File: src/rtl/uart_alu_pkg.sv
// Shared constants for the UART/ALU command sequencer.
// FSM state encoding and ALU opcode values, also used by the ALU and the benches.
package uart_alu_pkg;

    localparam int unsigned STATE_W = 3;

    localparam logic [STATE_W-1:0] ST_RX_A    = 3'd0;
    localparam logic [STATE_W-1:0] ST_RX_B    = 3'd1;
    localparam logic [STATE_W-1:0] ST_RX_OP   = 3'd2;
    localparam logic [STATE_W-1:0] ST_EXEC    = 3'd3;
    localparam logic [STATE_W-1:0] ST_TX_LOAD = 3'd4;
    localparam logic [STATE_W-1:0] ST_TX_WAIT = 3'd5;

    localparam int unsigned OP_W = 6;

    localparam logic [OP_W-1:0] OP_ADD = 6'b100000;
    localparam logic [OP_W-1:0] OP_SUB = 6'b100010;
    localparam logic [OP_W-1:0] OP_AND = 6'b100100;
    localparam logic [OP_W-1:0] OP_OR  = 6'b100101;
    localparam logic [OP_W-1:0] OP_XOR = 6'b100110;
    localparam logic [OP_W-1:0] OP_SRA = 6'b000011;
    localparam logic [OP_W-1:0] OP_SRL = 6'b000010;
    localparam logic [OP_W-1:0] OP_NOR = 6'b100111;

endpackage

File: src/rtl/inactivity_timer.sv
// Inactivity timer: counts enabled clocks since the last clear and flags the
// cycle on which the count would reach TIMEOUT_CLKS. TIMEOUT_CLKS=0 disables it.
// Ports: clk, reset (sync, active-high), clear, enable, expire_c (combinational).
module inactivity_timer #(
    parameter logic [15:0] TIMEOUT_CLKS = 16'd0
) (
    input  logic clk,
    input  logic reset,
    input  logic clear,
    input  logic enable,
    output logic expire_c
);

    logic [15:0] count_q;

    // Clear wins over expiry, so a byte arriving on the final cycle is kept.
    assign expire_c = (TIMEOUT_CLKS != 16'd0) && enable && !clear &&
                      (count_q == TIMEOUT_CLKS - 16'd1);

    always_ff @(posedge clk) begin
        if (reset) begin
            count_q <= '0;
        end else if (clear || !enable || expire_c) begin
            count_q <= '0;
        end else begin
            count_q <= count_q + 16'd1;
        end
    end

endmodule

File: src/rtl/uart_alu_sequencer.sv
// Command sequencer between the UART and the ALU: assembles operand A, operand B
// (NBYTES each, little-endian) and an opcode byte from RX, runs the ALU for one
// cycle, then returns the result one byte per TX handshake.
// Ports: i_clock/i_reset; RX byte stream (i_rx_data, i_rx_done); ALU operands
// (o_alu_a, o_alu_b, o_alu_op) and result (i_alu_result); TX byte handshake
// (o_tx_data, o_tx_start, i_tx_done); status o_busy and o_timeout.
module uart_alu_sequencer
    import uart_alu_pkg::*;
#(
    parameter int unsigned DATA_WIDTH   = 8,
    parameter int unsigned NB_OP        = 6,
    parameter logic [15:0] TIMEOUT_CLKS = 16'd0
) (
    input  logic                  i_clock,
    input  logic                  i_reset,
    input  logic [7:0]            i_rx_data,
    input  logic                  i_rx_done,
    output logic [DATA_WIDTH-1:0] o_alu_a,
    output logic [DATA_WIDTH-1:0] o_alu_b,
    output logic [NB_OP-1:0]      o_alu_op,
    input  logic [DATA_WIDTH-1:0] i_alu_result,
    output logic [7:0]            o_tx_data,
    output logic                  o_tx_start,
    input  logic                  i_tx_done,
    output logic                  o_busy,
    output logic                  o_timeout
);

    localparam int unsigned NBYTES = DATA_WIDTH / 8;
    localparam int unsigned IDX_W  = (NBYTES > 1) ? $clog2(NBYTES) : 1;
    localparam logic [IDX_W-1:0] LAST_IDX = IDX_W'(NBYTES - 1);

    if ((DATA_WIDTH % 8) != 0 || DATA_WIDTH < 8 || NB_OP > 8 || NB_OP < 1) begin : g_param_check
        $error("uart_alu_sequencer: DATA_WIDTH must be a multiple of 8 and NB_OP in 1..8");
    end

    logic [STATE_W-1:0]    state_q, state_d;
    logic [IDX_W-1:0]      idx_q, idx_d;
    logic [DATA_WIDTH-1:0] a_q, a_d, b_q, b_d, res_q, res_d;
    logic [NB_OP-1:0]      op_q, op_d;
    logic [7:0]            txd_q, txd_d;
    logic                  txs_d, busy_d, tmo_d;
    logic                  rx_state, timer_en, timer_expire_c;

    // Timer only runs while a frame is partially received.
    assign rx_state = (state_q == ST_RX_A) || (state_q == ST_RX_B) || (state_q == ST_RX_OP);
    assign timer_en = rx_state && !((state_q == ST_RX_A) && (idx_q == '0));

    inactivity_timer #(
        .TIMEOUT_CLKS(TIMEOUT_CLKS)
    ) u_timer (
        .clk      (i_clock),
        .reset    (i_reset),
        .clear    (i_rx_done),
        .enable   (timer_en),
        .expire_c (timer_expire_c)
    );

    // Next-state and next-output logic.
    always_comb begin
        state_d = state_q;
        idx_d   = idx_q;
        a_d     = a_q;
        b_d     = b_q;
        op_d    = op_q;
        res_d   = res_q;
        txd_d   = txd_q;
        txs_d   = 1'b0;
        tmo_d   = 1'b0;

        case (state_q)
            ST_RX_A, ST_RX_B: begin
                if (i_rx_done) begin
                    for (int unsigned k = 0; k < NBYTES; k++) begin
                        if (idx_q == IDX_W'(k)) begin
                            if (state_q == ST_RX_A) a_d[k*8 +: 8] = i_rx_data;
                            else                    b_d[k*8 +: 8] = i_rx_data;
                        end
                    end
                    if (idx_q == LAST_IDX) begin
                        idx_d   = '0;
                        state_d = (state_q == ST_RX_A) ? ST_RX_B : ST_RX_OP;
                    end else begin
                        idx_d = idx_q + IDX_W'(1);
                    end
                end else if (timer_expire_c) begin
                    state_d = ST_RX_A;
                    idx_d   = '0;
                    tmo_d   = 1'b1;
                end
            end
            ST_RX_OP: begin
                if (i_rx_done) begin
                    op_d    = i_rx_data[NB_OP-1:0];
                    state_d = ST_EXEC;
                end else if (timer_expire_c) begin
                    state_d = ST_RX_A;
                    idx_d   = '0;
                    tmo_d   = 1'b1;
                end
            end
            ST_EXEC: begin
                res_d   = i_alu_result;
                idx_d   = '0;
                state_d = ST_TX_LOAD;
            end
            ST_TX_LOAD: begin
                state_d = ST_TX_WAIT;
            end
            ST_TX_WAIT: begin
                if (i_tx_done) begin
                    if (idx_q == LAST_IDX) begin
                        idx_d   = '0;
                        state_d = ST_RX_A;
                    end else begin
                        idx_d   = idx_q + IDX_W'(1);
                        state_d = ST_TX_LOAD;
                    end
                end
            end
            default: begin
                state_d = ST_RX_A;
                idx_d   = '0;
            end
        endcase

        // TX byte is loaded on entry to TX_LOAD and held until the next load.
        if (state_d == ST_TX_LOAD) begin
            txs_d = 1'b1;
            for (int unsigned k = 0; k < NBYTES; k++) begin
                if (idx_d == IDX_W'(k)) txd_d = res_d[k*8 +: 8];
            end
        end

        busy_d = (state_d == ST_EXEC) || (state_d == ST_TX_LOAD) || (state_d == ST_TX_WAIT);
    end

    // State and output registers.
    always_ff @(posedge i_clock) begin
        if (i_reset) begin
            state_q    <= ST_RX_A;
            idx_q      <= '0;
            a_q        <= '0;
            b_q        <= '0;
            op_q       <= '0;
            res_q      <= '0;
            txd_q      <= '0;
            o_tx_start <= 1'b0;
            o_busy     <= 1'b0;
            o_timeout  <= 1'b0;
        end else begin
            state_q    <= state_d;
            idx_q      <= idx_d;
            a_q        <= a_d;
            b_q        <= b_d;
            op_q       <= op_d;
            res_q      <= res_d;
            txd_q      <= txd_d;
            o_tx_start <= txs_d;
            o_busy     <= busy_d;
            o_timeout  <= tmo_d;
        end
    end

    assign o_alu_a   = a_q;
    assign o_alu_b   = b_q;
    assign o_alu_op  = op_q;
    assign o_tx_data = txd_q;

endmodule

File: config.mk
export PLATFORM = sky130hd
export DESIGN_NAME = uart_alu_sequencer
export DESIGN_NICKNAME = d
export VERILOG_FILES = /design/src/rtl/uart_alu_pkg.sv /design/src/rtl/inactivity_timer.sv /design/src/rtl/uart_alu_sequencer.sv
export SDC_FILE = /design/constraint.sdc
export NUM_CORES = 1
export LEC_CHECK = 0
export ABC_AREA = 1
export BUFFER_PORTS_ARGS = -buffer_cell sky130_fd_sc_hd__buf_2
export CAP_MARGIN = 40
export CORE_MARGIN = 1.5
export CORE_UTILIZATION = 40
export CTS_CLUSTER_DIAMETER = 40
export DETAILED_ROUTE_END_ITERATION = 10
export GPL_TIMING_DRIVEN = 0
export PLACE_DENSITY_LB_ADDON = 0.1
export SLEW_MARGIN = 0
export SYNTH_ARGS = -nofsm -noshare
export SYNTH_HDL_FRONTEND = slang
export SYNTH_SLANG_ARGS = --single-unit
File: constraint.sdc
create_clock -name i_clock -period 2.96 [get_ports i_clock]
set_input_delay 0.148 -clock i_clock [delete_from_list [all_inputs] [get_ports i_clock]]
set_output_delay 0.148 -clock i_clock [all_outputs]
set_load 0.03 [all_outputs]
# After elaboration in Yosys (flattened, before gate mapping)
# Cells that the tools add are included.
[classes]
addsub = 1
reduce_logical = 9
muxes = 13
bitwise = 3
eq_ne = 8
[op_table]
columns = ["operator", "count"]
rows = [
  ["3-bit 2-to-1 mux", 5],
  ["3-bit case mux with 5 select lines", 1],
  ["3-bit == test (second input constant)", 4],
  ["3-bit by 2-bit == test with 1-bit output (second input constant)", 3],
  ["8-bit 2-to-1 mux", 1],
  ["4-bit AND reduction", 2],
  ["1-bit 2-to-1 mux", 4],
  ["2-bit AND reduction", 2],
  ["2-bit OR reduction", 2],
  ["3-bit by 1-bit == test with 1-bit output (second input constant)", 1],
  ["3-bit zero test", 1],
  ["1-bit inverter", 3],
  ["1-bit case mux with 3 select lines", 1],
  ["1-bit logical OR", 2],
  ["2-bit 2-to-1 mux", 1],
  ["1-bit adder (second input constant)", 1],
]
[totals]
word_cells = 43
input_bits = 20
register_bits = 44
out_inout_bits = 33

# Depth between registers and ports, before layout
# Gate-level depths: netlist of run 1.
[depth]
word_depth = 8
depth_mapped = 9

# Hierarchy
# Synthesis of run 1 repeated with hierarchy kept, for this count alone.
[hier_totals]
cells_unflattened = 272
hier_area_um2 = 1893.1
[modules_own_cells]
columns = ["mod", "instances", "cells_per_inst", "seq_area_each_um2", "area_per_inst_um2"]
rows = [
  ["uart_alu_sequencer", 1, 270, 900.9, 1881.8],
  ["inactivity_timer", 1, 2, 0.0, 11.3],
]

# Worst setup path before layout of run 1
# No wires, ideal clock.
[synth_path]
kind = "register to register"
startpoint = "register state_q[0]"
endpoint = "register txd_q[0], in the netlist o_tx_data[0]"
path_slack_ns = 1.719
synth_period_minus_slack_ns = 1.241
arrival_time_ns = 1.132
stages_incl_launch_ff = 7
required_ns = 2.850
setup_ns = 0.110
path_cell_list = "dfxtp_1 > nand3_2 > buf_2 > o21ai_0 > nand4_1 > nand2_1 > nor2_1"
[synth_between]
elab_chain_len = 7
word_cells_on_any_way = 19
cone_classes = "eq/ne: 6; mux: 8; bitwise: 1; reduce/logical: 4"
[synth_rtl]
columns = ["item", "line", "source"]
rows = [
  ["from (decl)", "uart_alu_sequencer.sv:37", "logic [STATE_W-1:0] state_q, state_d;"],
  ["from (signal assigned)", "uart_alu_sequencer.sv:152", "state_q <= state_d;"],
  ["3-bit zero test", "uart_alu_sequencer.sv:71, uart_alu_sequencer.sv:82", ""],
  ["2-bit 2-to-1 mux", "uart_alu_sequencer.sv:82", "state_d = (state_q == ST_RX_A) ? ST_RX_B : ST_RX_OP;"],
  ["3-bit 2-to-1 mux", "uart_alu_sequencer.sv:80", "if (idx_q == LAST_IDX) begin"],
  ["3-bit 2-to-1 mux", "uart_alu_sequencer.sv:73", "if (i_rx_done) begin"],
  ["3-bit case mux with 5 select lines", "uart_alu_sequencer.sv:71", "case (state_q)"],
  ["3-bit == test", "uart_alu_sequencer.sv:128", "if (state_d == ST_TX_LOAD) begin"],
  ["2-bit AND reduction (no line)", "--", ""],
  ["to (signal assigned)", "uart_alu_sequencer.sv:158", "txd_q <= txd_d;"],
  ["to (decl)", "uart_alu_sequencer.sv:41", "logic [7:0] txd_q, txd_d;"],
]
# Parallel ways exist; a longest one is shown, timed or not.
# A chain may end at the register's enable or synchronous reset.

# Worst setup path in the final report of run 1
[layout_path]
startpoint = "register state_q[0]"
endpoint = "register txd_q[1], in the netlist o_tx_data[1]"
# Same word-level chain as after synthesis.

==> flow_metrics.tcl, run 1 <==
set metrics [dict create \
    min_path_type "in2reg" \
    grt_pass1_wl_um 5760 \
    vias 1579 \
    hp-start "i_reset" \
    power_density_nw_per_um2 624 \
    multi_input_area_sq_um 661 \
    synth_compound_area_frac 0.121 \
    cts_made_buffers 5 \
    ys_seq_elements 44 \
    cts_setup_buffers 0 \
    cts_resized 0 \
    period_needed_ps 1510 \
    overflow 0 \
    n_fill_cell 447 \
    fin_skew_ps 7.34 \
    worst-path-max-fanout 10 \
    muxShareOfSynthArea 0 \
    synth_edf_count 0 \
    routed_wl_um 3810 \
    cts_tree "yes" \
    antenna_found_initial 0 \
    clkTransAtPathRegs_ps 80 \
    path_buf_inv 1 \
    synthXorXnorAreaFrac 0 \
    hpwl_um 2830 \
    start_util 0.425 \
    die_w_um 68.7 \
    finalSetupViolCount 0 \
    stdcell_count 345 \
    maxCapViolCount 0 \
    critical_path.max_stage_delay_ps 450 \
    ys_warn_count 0 \
    wl_per_cell_um 11.0 \
    cp_slowest_cell "dfxtp_1" \
    whs_path_depth 2 \
    synth_top_family_by_area "simple AND/OR/NAND/NOR gates" \
    final-seq-area_sq_um 881 \
    rrSetupSlack_ps 1450 \
    nets 314 \
    synth.distinct_cells 20 \
    cp_top_family "simple AND/OR/NAND/NOR gates" \
    ir_drop_v 0.000410 \
    track_usage 0.170 \
    drtIter0Drc 58 \
    synth_area_leader_cell "dfxtp_1" \
    synthTopCellsByCount "52 x nor2_1, 44 x dfxtp_1, 38 x inv_1, 34 x nand2_1, 32 x o21ai_0" \
    viasPerCell 4.58 \
    synthTopCellsByArea "dfxtp_1 51%, nor2_1 11%, o21ai_0 9.3%" \
    placedCellCount 337 \
    crit_required_ps 3160 \
    crit_chain "nand3_2 > buf_2 > o21ai_0 > nand4_1 > nand2_1 > nor2_1" \
    io_pins 53 \
    cp.arrival_ps 1710 \
    r2r-start "state_q[0]" \
    leakagePower_nw 1.08 \
    seq_area_frac_synth 0.511 \
    power_mw 1.34 \
    std_cell_rows 23 \
    syn_to_final_growth_pct 24.7 \
    start_kind "flop" \
    layout-drive-gt1-share 0.234 \
    clk-insertion-delay-late_ps 300 \
    hold_viol 0 \
    die_area_sq_um 4710 \
    diodes 0 \
    critPathCaptureType "flop" \
    yosys.area.top_type_share 0.511 \
    coreArea_sq_um 4060 \
    cts_buffer_depth 2 \
    port-buffer-count 51 \
    ctsHtreeMaxLevel 2 \
    worstSetupPathType "reg2reg" \
    cts_hold_buf 0 \
    synthArstFlopShare 0 \
    grt_max_degree 14 \
    maxSlewViolCount 0 \
    ys.flop_type "dfxtp_1" \
    grt_pass1_vias 1286 \
    synth_most_common_cell "nor2_1" \
    synth_nets 256 \
    syn_area_sq_um 1720 \
    drt-pass1-iter-count 4 \
    rr_endpoint "o_tx_data[1]" \
    min_to "state_q[1]" \
    syn_avg_cell_area_sq_um 7.31 \
    status "complete, no violations" \
    drcViolationCount 0 \
    die_y_um 68.7 \
    antenna_left 0 \
    synth-simple-area-share 0.260 \
    r2r_cells 6 \
    rsz0062_at_grt "false" \
    gp_congestion 0.815 \
    synth_cells 236 \
    finalSetupTns_ps 0 \
    fin_util 0.530 \
    synth_adder_area_share 0 \
    root_buffer "clkbuf_8" \
    finalCritPeriodShare 0.510 \
    cts_sinks 44 \
    max_freq_mhz 663 \
]
==> stage by stage <==
step / setup slack [ps] / hold slack, ps / area [sq um]
floorplan: 1720 / 217 / 1720
global placement: 1450 / 385 / 2040
detailed placement: 1470 / 389 / 2040
CTS: 1440 / 69.9 / 2150
global route: 1310 / 79.9 / 2150
finish: 1450 / 79.4 / 2150
==> per-layer routing <==
| layer | track usage | up-vias | part of all wire |
|---|---|---|---|
| met5 | 0 | - | 0 |
| met4 | 0.0725 | 0 | 0.017 |
| met3 | 0.0601 | 6 | 0.050 |
| met2 | 0.257 | 35 | 0.44 |
| met1 | 0.217 | 691 | 0.49 |
| li1 | - | 847 | - |
==> final cells by class <==
class | count | share of cell area
Buffer | 7 | 0.0151
Timing Repair Buffer | 51 | 0.119
Tap cell | 50 | 0.0291
Inverter | 40 | 0.0698
Clock inverter | 2 | 0.0163
Sequential cell | 44 | 0.410
Multi-Input combinational cell | 145 | 0.307
Clock buffer | 6 | 0.0338
==> state kept, by name, indices dropped and copies added, names as in the netlist <==
signal / flops
idx_q: 1
o_alu_a: 8
o_alu_b: 8
o_alu_op: 6
o_busy: 1
o_tx_data: 8
o_tx_start: 1
res_q: 8
state_q: 3
==> worst max path at each step <==
stage / startpoint / end / cells past startpoint
after floorplan: state_q[0] / o_tx_data[0] / 6
after global placement: state_q[0] / o_tx_data[1] / 6
after detailed placement: state_q[0] / o_tx_data[1] / 6
after CTS: state_q[0] / o_tx_data[5] / 6
after global routing: state_q[2] / o_tx_data[3] / 7
final: state_q[0] / o_tx_data[1] / 6
==> cells in the final DEF (no fill, tap or decap) <==
cell type	n
buf_2	53
nor2_1	52
dfxtp_1	44
inv_1	38
nand2_1	34
o21ai_0	32
nand4_1	9
a21oi_1	8
clkbuf_8	5
clkbuf_1	4
inv_2	2
nand3_2	2
nand2_2	2
nor2_2	1
buf_1	1
nand3_1	1
nand3b_1	1
nand3_4	1
a311oi_1	1
buf_4	1
conb_1	1
bufinv_16	1
clkinv_2	1
==> worst reg2reg max path, delay by kind of cell, from the launching register on <==
kind | cells | cell delay, ps
flip-flops | 1 | 450
AND/OR/NAND/NOR | 4 | 470
buffers and inverters | 1 | 230
AO/OA/AOI/OAI | 1 | 270
==> power breakdown <==
part,total [mW],switching [mW],internal [mW]
Clock,0.456,0.205,0.251
Sequential,0.650,0.0207,0.629
Combinational,0.236,0.166,0.0704
==> cells by family after synthesis <==
kind of cell / count (synthesis)
compound gates: 41
buf+inv: 47
flops: 44
simple gates: 103
other cells: 1
No activity file was read; power rests on OpenSTA's default activity.
==> inputs of run 2 (changes only) <==
ABC_AREA = 0   (was 1)
clock period = 1.2 ns   (was 2.96 ns; I/O delays follow)
==> run 2 against run 1 <==
Compared with the run above: the run now ends with negative setup slack left; count of clock-buffer cells in the layout is the same; register-to-register slack lost 1600 ps; critical path depth shrank 1; worst setup slack lost 1600 ps; clock power grew 150%; first-iteration DRC count grew 130%; sequential power grew 140%; critical endpoint is now o_alu_op[1]; highest routed layer unchanged.
==> flow_metrics.tcl, run 2 <==
set metrics [dict create \
    finalInstanceArea_sq_um 2490 \
    synth_nets 222 \
    period_needed_ps 1310 \
    syn_to_final_growth_pct 27.6 \
    yosys.area.top_type_share 0.452 \
    grt_pass1_vias 1512 \
    viasPerCell 4.87 \
    start_kind "flop" \
    die_y_um 72.8 \
    port-buffer-count 51 \
    syn_avg_cell_area_sq_um 9.66 \
    met2_usage 0.261 \
    die_w_um 72.8 \
    ir_drop_v 0.000847 \
    whs_ps 15.2 \
    maxSlewViolCount 0 \
    synth_cells 202 \
    vias 1613 \
    n_fill_cell 445 \
    cts_made_buffers 5 \
    antenna_found_initial 0 \
    crit_required_ps 1390 \
    synth_edf_count 0 \
    synthArstFlopShare 0 \
    drcViolationCount 0 \
    antenna_left 0 \
    start_util 0.413 \
    min_path_type "in2reg" \
    drt-pass1-iter-count 4 \
    die_area_sq_um 5300 \
    hold_viol 0 \
    root_buffer "clkbuf_8" \
    drtIter0Drc 131 \
    failed_checks "negative setup slack" \
    track_usage 0.177 \
    maxCapViolCount 0 \
    place_area_sq_um 2290 \
    fin_skew_ps 7.40 \
    cts_sinks 44 \
    cts_buffer_depth 2 \
    finalWorstSetupSlack_ps -114 \
    critPathCaptureType "flop" \
    clk-insertion-delay-late_ps 300 \
    synthTopCellsByCount "44 x dfxtp_1, 34 x nand2b_1, 22 x mux2i_1, 18 x nand2_1, 13 x a21oi_1" \
    rsz0062_at_grt "true" \
    grt-busiest-layer "met2" \
    grtUsageMet3 0.0497 \
    syn_area_sq_um 1950 \
    std_cell_rows 25 \
    cts_hold_buf 0 \
    diodes 0 \
    wl_per_cell_um 13.3 \
    mostFrequentLayoutCells "55 x buf_2, 40 x dfxtp_1, 33 x nand2b_1" \
    dp_slack_ps -141 \
    overflow 0 \
    io_pins 53 \
    layout_commonest_cell "buf_2" \
    worst-path-max-fanout 7 \
    clkTransAtPathRegs_ps 80 \
    routed_wl_um 4390 \
    nets 283 \
    coreArea_sq_um 4720 \
    power_mw 3.24 \
    max_freq_mhz 761 \
    worstSetupPathType "reg2reg" \
    ys_seq_elements 44 \
    synth.distinct_cells 33 \
    synth_area_leader_cell "dfxtp_1" \
    synthTopCellsByArea "dfxtp_1 45%, mux2i_1 11%, nand2b_1 11%" \
    grtUsageMet1 0.241 \
    hpwl_um 2960 \
    grt_pass1_wl_um 7180 \
    finalCritPeriodShare 1.09 \
    grt_max_degree 14 \
    ys.flop_type "dfxtp_1" \
    finalSetupViolCount 28 \
    cts_tree "yes" \
    seq_area_frac_synth 0.452 \
    gp_congestion 0.731 \
    leakagePower_nw 1.11 \
    power_density_nw_per_um2 1300 \
    status "complete, but fails checks" \
    ys_warn_count 0 \
    ctsHtreeMaxLevel 2 \
    layout-drive-gt1-share 0.352 \
    cp.arrival_ps 1510 \
    synth_most_common_cell "dfxtp_1" \
]
run 2: cell types whose count changed after synthesis, sizes merged, moves of 2 or more:
cell    before  now
nor2        53    6
a21oi        8   13
o21ai       32    2
buf          4   15
nand2       36   18
nand3        4    8
and3b        0    2
nand2b       0   35
a41oi        0    8
inv         40    1
and2b        0    3
mux2i        0   22
run 2: metal layers:
layer / wire (um) / vias to the layer above
met4: 65 / 0
li1: - / 818
met1: 2090 / 733
met2: 1960 / 55
met5: 0 / -
met3: 280 / 7
run 2: report_power, final:
part	total, mW	switching (mW)	internal (mW)
Combinational	0.545	0.317	0.228
Clock	1.13	0.509	0.618
Sequential	1.57	0.0423	1.53
run 2: repair_timing:
action / CTS / global route
endpoints found under the setup margin: 42 / 39
resized for setup: 14 / 6
buffers inserted: 4 / 2
pin swaps: 6 / 3
run 2: critical path, stage by stage, from the launching register on:
cell      delay (ps)
dfxtp_2          350
buf_6            130
nor4bb_4         290
buf_6            180
mux2i_1          210
nor2_1            50
run 2: metrics by stage:
stage	util	instances	setup TNS (ps)
after floorplan	-	202	0
after global placement	0.485	320	-3070
after detailed placement	0.485	320	-3530
after CTS	0.524	331	-1560
after global routing	0.527	331	-3590
final	0.527	331	-1250
run 2: kinds of logic (layout without fill, tap and decap cells):
group	after synthesis	in the layout	synth area share
flip-flops	44	44	0.452
buffers and inverters	19	81	0.0596
other	1	1	0.00192
multiplexers	22	22	0.113
AND/OR/NAND/NOR	88	88	0.280
AO/OA/AOI/OAI	28	28	0.0943
run 2: final cells by class:
class	instances	area [sq um]	area share
sequential	44	888	0.357
tap	67	83.8	0.0337
clock inverter	2	35.0	0.0141
multi-input combinational	139	995	0.400
clock buffer	6	72.6	0.0292
buffer	15	110	0.0442
timing repair buffer	57	300	0.121
inverter	1	3.75	0.00151
run 2: final timing paths:
| kind | from | to | cells after the start | slack, ps |
|---|---|---|---|---|
| setup / recovery | state_q[2] | o_alu_op[1] | 5 | -110 |
| hold reg to reg | res_q[2] | res_q[2] | 2 | 460 |
| setup reg to reg | state_q[2] | o_alu_op[1] | 5 | -110 |
| hold / removal | i_rx_data[0] | o_alu_op[0] | 3 | 20 |
==> inputs of run 3 (changes only) <==
SYNTH_HIERARCHICAL = 1   (was not set)
==> run 3 against run 2 <==
Compared with the run above: the flow still finishes with violations (negative setup slack); highest routed layer unchanged; die area is 7.6% lower; register-to-register slack better by 30 ps; combinational power is 14% lower; via count is 3.4% lower; sequential cell count is 1 higher; critical path type unchanged.
==> flow_metrics.tcl, run 3 <==
set metrics [dict create \
    std_cell_rows 24 \
    failed_checks "negative setup slack" \
    rsz0062_at_grt "true" \
    mostFrequentLayoutCells "51 x buf_2, 41 x dfxtp_1, 26 x nand2_1" \
    die_w_um 70.0 \
    syn_to_final_growth_pct 32.0 \
    start_util 0.415 \
    port-buffer-count 51 \
    cts_buffer_depth 2 \
    leakagePower_nw 1.01 \
    grt_pass1_vias 1489 \
    clkTransAtPathRegs_ps 90 \
    whs_ps 1.21 \
    crit_required_ps 1370 \
    min_path_type "in2reg" \
    die_y_um 70.0 \
    placedCellCount 292 \
    finalSetupViolCount 26 \
    power_density_nw_per_um2 1250 \
    hold_viol 0 \
    syn_area_sq_um 1800 \
    routed_wl_um 4210 \
    synth_cells 189 \
    clk-insertion-delay-late_ps 300 \
    cts_made_buffers 5 \
    cts_sinks 45 \
    period_needed_ps 1280 \
    cp.arrival_ps 1450 \
    synth_nets 209 \
    finalWorstSetupSlack_ps -81.5 \
    syn_avg_cell_area_sq_um 9.50 \
    ys_warn_count 6 \
    critical_path.max_stage_delay_ps 340 \
    finalCritPeriodShare 1.07 \
    antenna_found_initial 0 \
    wl_per_cell_um 13.8 \
    path_buf_inv 2 \
    gp_congestion 0.761 \
    diodes 0 \
    crit_chain "buf_12 > nand2_2 > nor2_4 > buf_6 > a222oi_1 > a21oi_1" \
    fin_util 0.548 \
    critPathCaptureType "flop" \
    max-slew-margin-rel 0.621 \
    layout_commonest_cell "buf_2" \
    cts_hold_buf 0 \
    coreArea_sq_um 4320 \
    drt-pass1-iter-count 5 \
    track_usage 0.174 \
    maxSlewViolCount 0 \
    viasPerCell 5.11 \
    start_kind "flop" \
    drtIter0Drc 113 \
    layout-drive-gt1-share 0.387 \
    status "complete, but fails checks" \
    grt_pass1_wl_um 6870 \
    vias 1558 \
    ir_drop_v 0.000912 \
    fin_skew_ps 12.7 \
    ctsHtreeMaxLevel 2 \
    worst-path-max-fanout 9 \
    root_buffer "clkbuf_8" \
    worstSetupPathType "reg2reg" \
    cp_top_family "compound AO/OA/AOI/OAI gates" \
    io_pins 53 \
    worstMarginPinSlew_ps 569 \
    antenna_left 0 \
    hpwl_um 2840 \
    grt_max_degree 15 \
    cp_slowest_cell "dfxtp_2" \
    maxCapViolCount 0 \
    stdcell_count 305 \
    nets 272 \
    n_fill_cell 423 \
    max_freq_mhz 780 \
    die_area_sq_um 4900 \
    cts_tree "yes" \
    overflow 0 \
    drcViolationCount 0 \
]
[run 3: repair_timing]
| action | 4_1_cts | 5_1_grt |
|---|---|---|
| hold endpoints to repair | 0 | 0 |
| setup endpoints to repair | 40 | 43 |
| gates resized for setup | 11 | 14 |
| gates cloned | 0 | 2 |
| pin swaps | 13 | 12 |
| buffers inserted | 4 | 1 |
[run 3: final cells by class]
type	count	area, sq um	area share
plain buffers	11	91.3	0.0385
clock buffers	6	72.6	0.0306
clock inverters	2	15.0	0.00634
inverters	2	20.0	0.00845
multi-input cells	129	878	0.371
flip-flops and latches	45	911	0.384
well taps	52	65.1	0.0275
repair buffers	57	308	0.130
repair inverters	1	8.76	0.00370
[run 3: final timing paths]
kind	startpoint	endpoint	slack (ps)	cells past startpoint
max	state_q[0]	o_tx_data[6]	-80	6
min	i_alu_result[5]	res_q[5]	1	3
max reg2reg	state_q[0]	o_tx_data[6]	-80	6
min reg2reg	res_q[2]	res_q[2]	460	2
[run 3: routing by layer]
layer	track usage	routed length [um]	share of wire
met1	0.231	1960	0.47
met2	0.263	1920	0.46
met3	0.0620	272	0.065
met4	0.0577	57	0.014
met5	0	0	0
[run 3: per-stage QoR]
| step | worst slack, ps | power (mW) | area [sq um] | setup TNS [ps] |
|---|---|---|---|---|
| 3_3_place_gp | -171 | 2.04 | 2150 | -3780 |
| 2_1_floorplan | -7.64 | 1.91 | 1830 | -18.5 |
| 5_1_grt | -179 | 3.11 | 2370 | -3920 |
| 6_report | -81.5 | 2.97 | 2370 | -1150 |
| 4_1_cts | -78.9 | 2.97 | 2290 | -1300 |
| 3_5_place_dp | -153 | 2.04 | 2150 | -3440 |
[run 3: where the power goes]
part	internal (mW)	switching, mW
clock	0.411	0.512
combinational	0.184	0.287
sequential	1.55	0.0311
total	2.14	0.830
[run 3: tightest hold or removal path, delay by kind of cell]
kind | cells | cell delay [ps]
buffers and inverters | 1 | 100
AND/OR/NAND/NOR | 1 | 50
AO/OA/AOI/OAI | 1 | 50
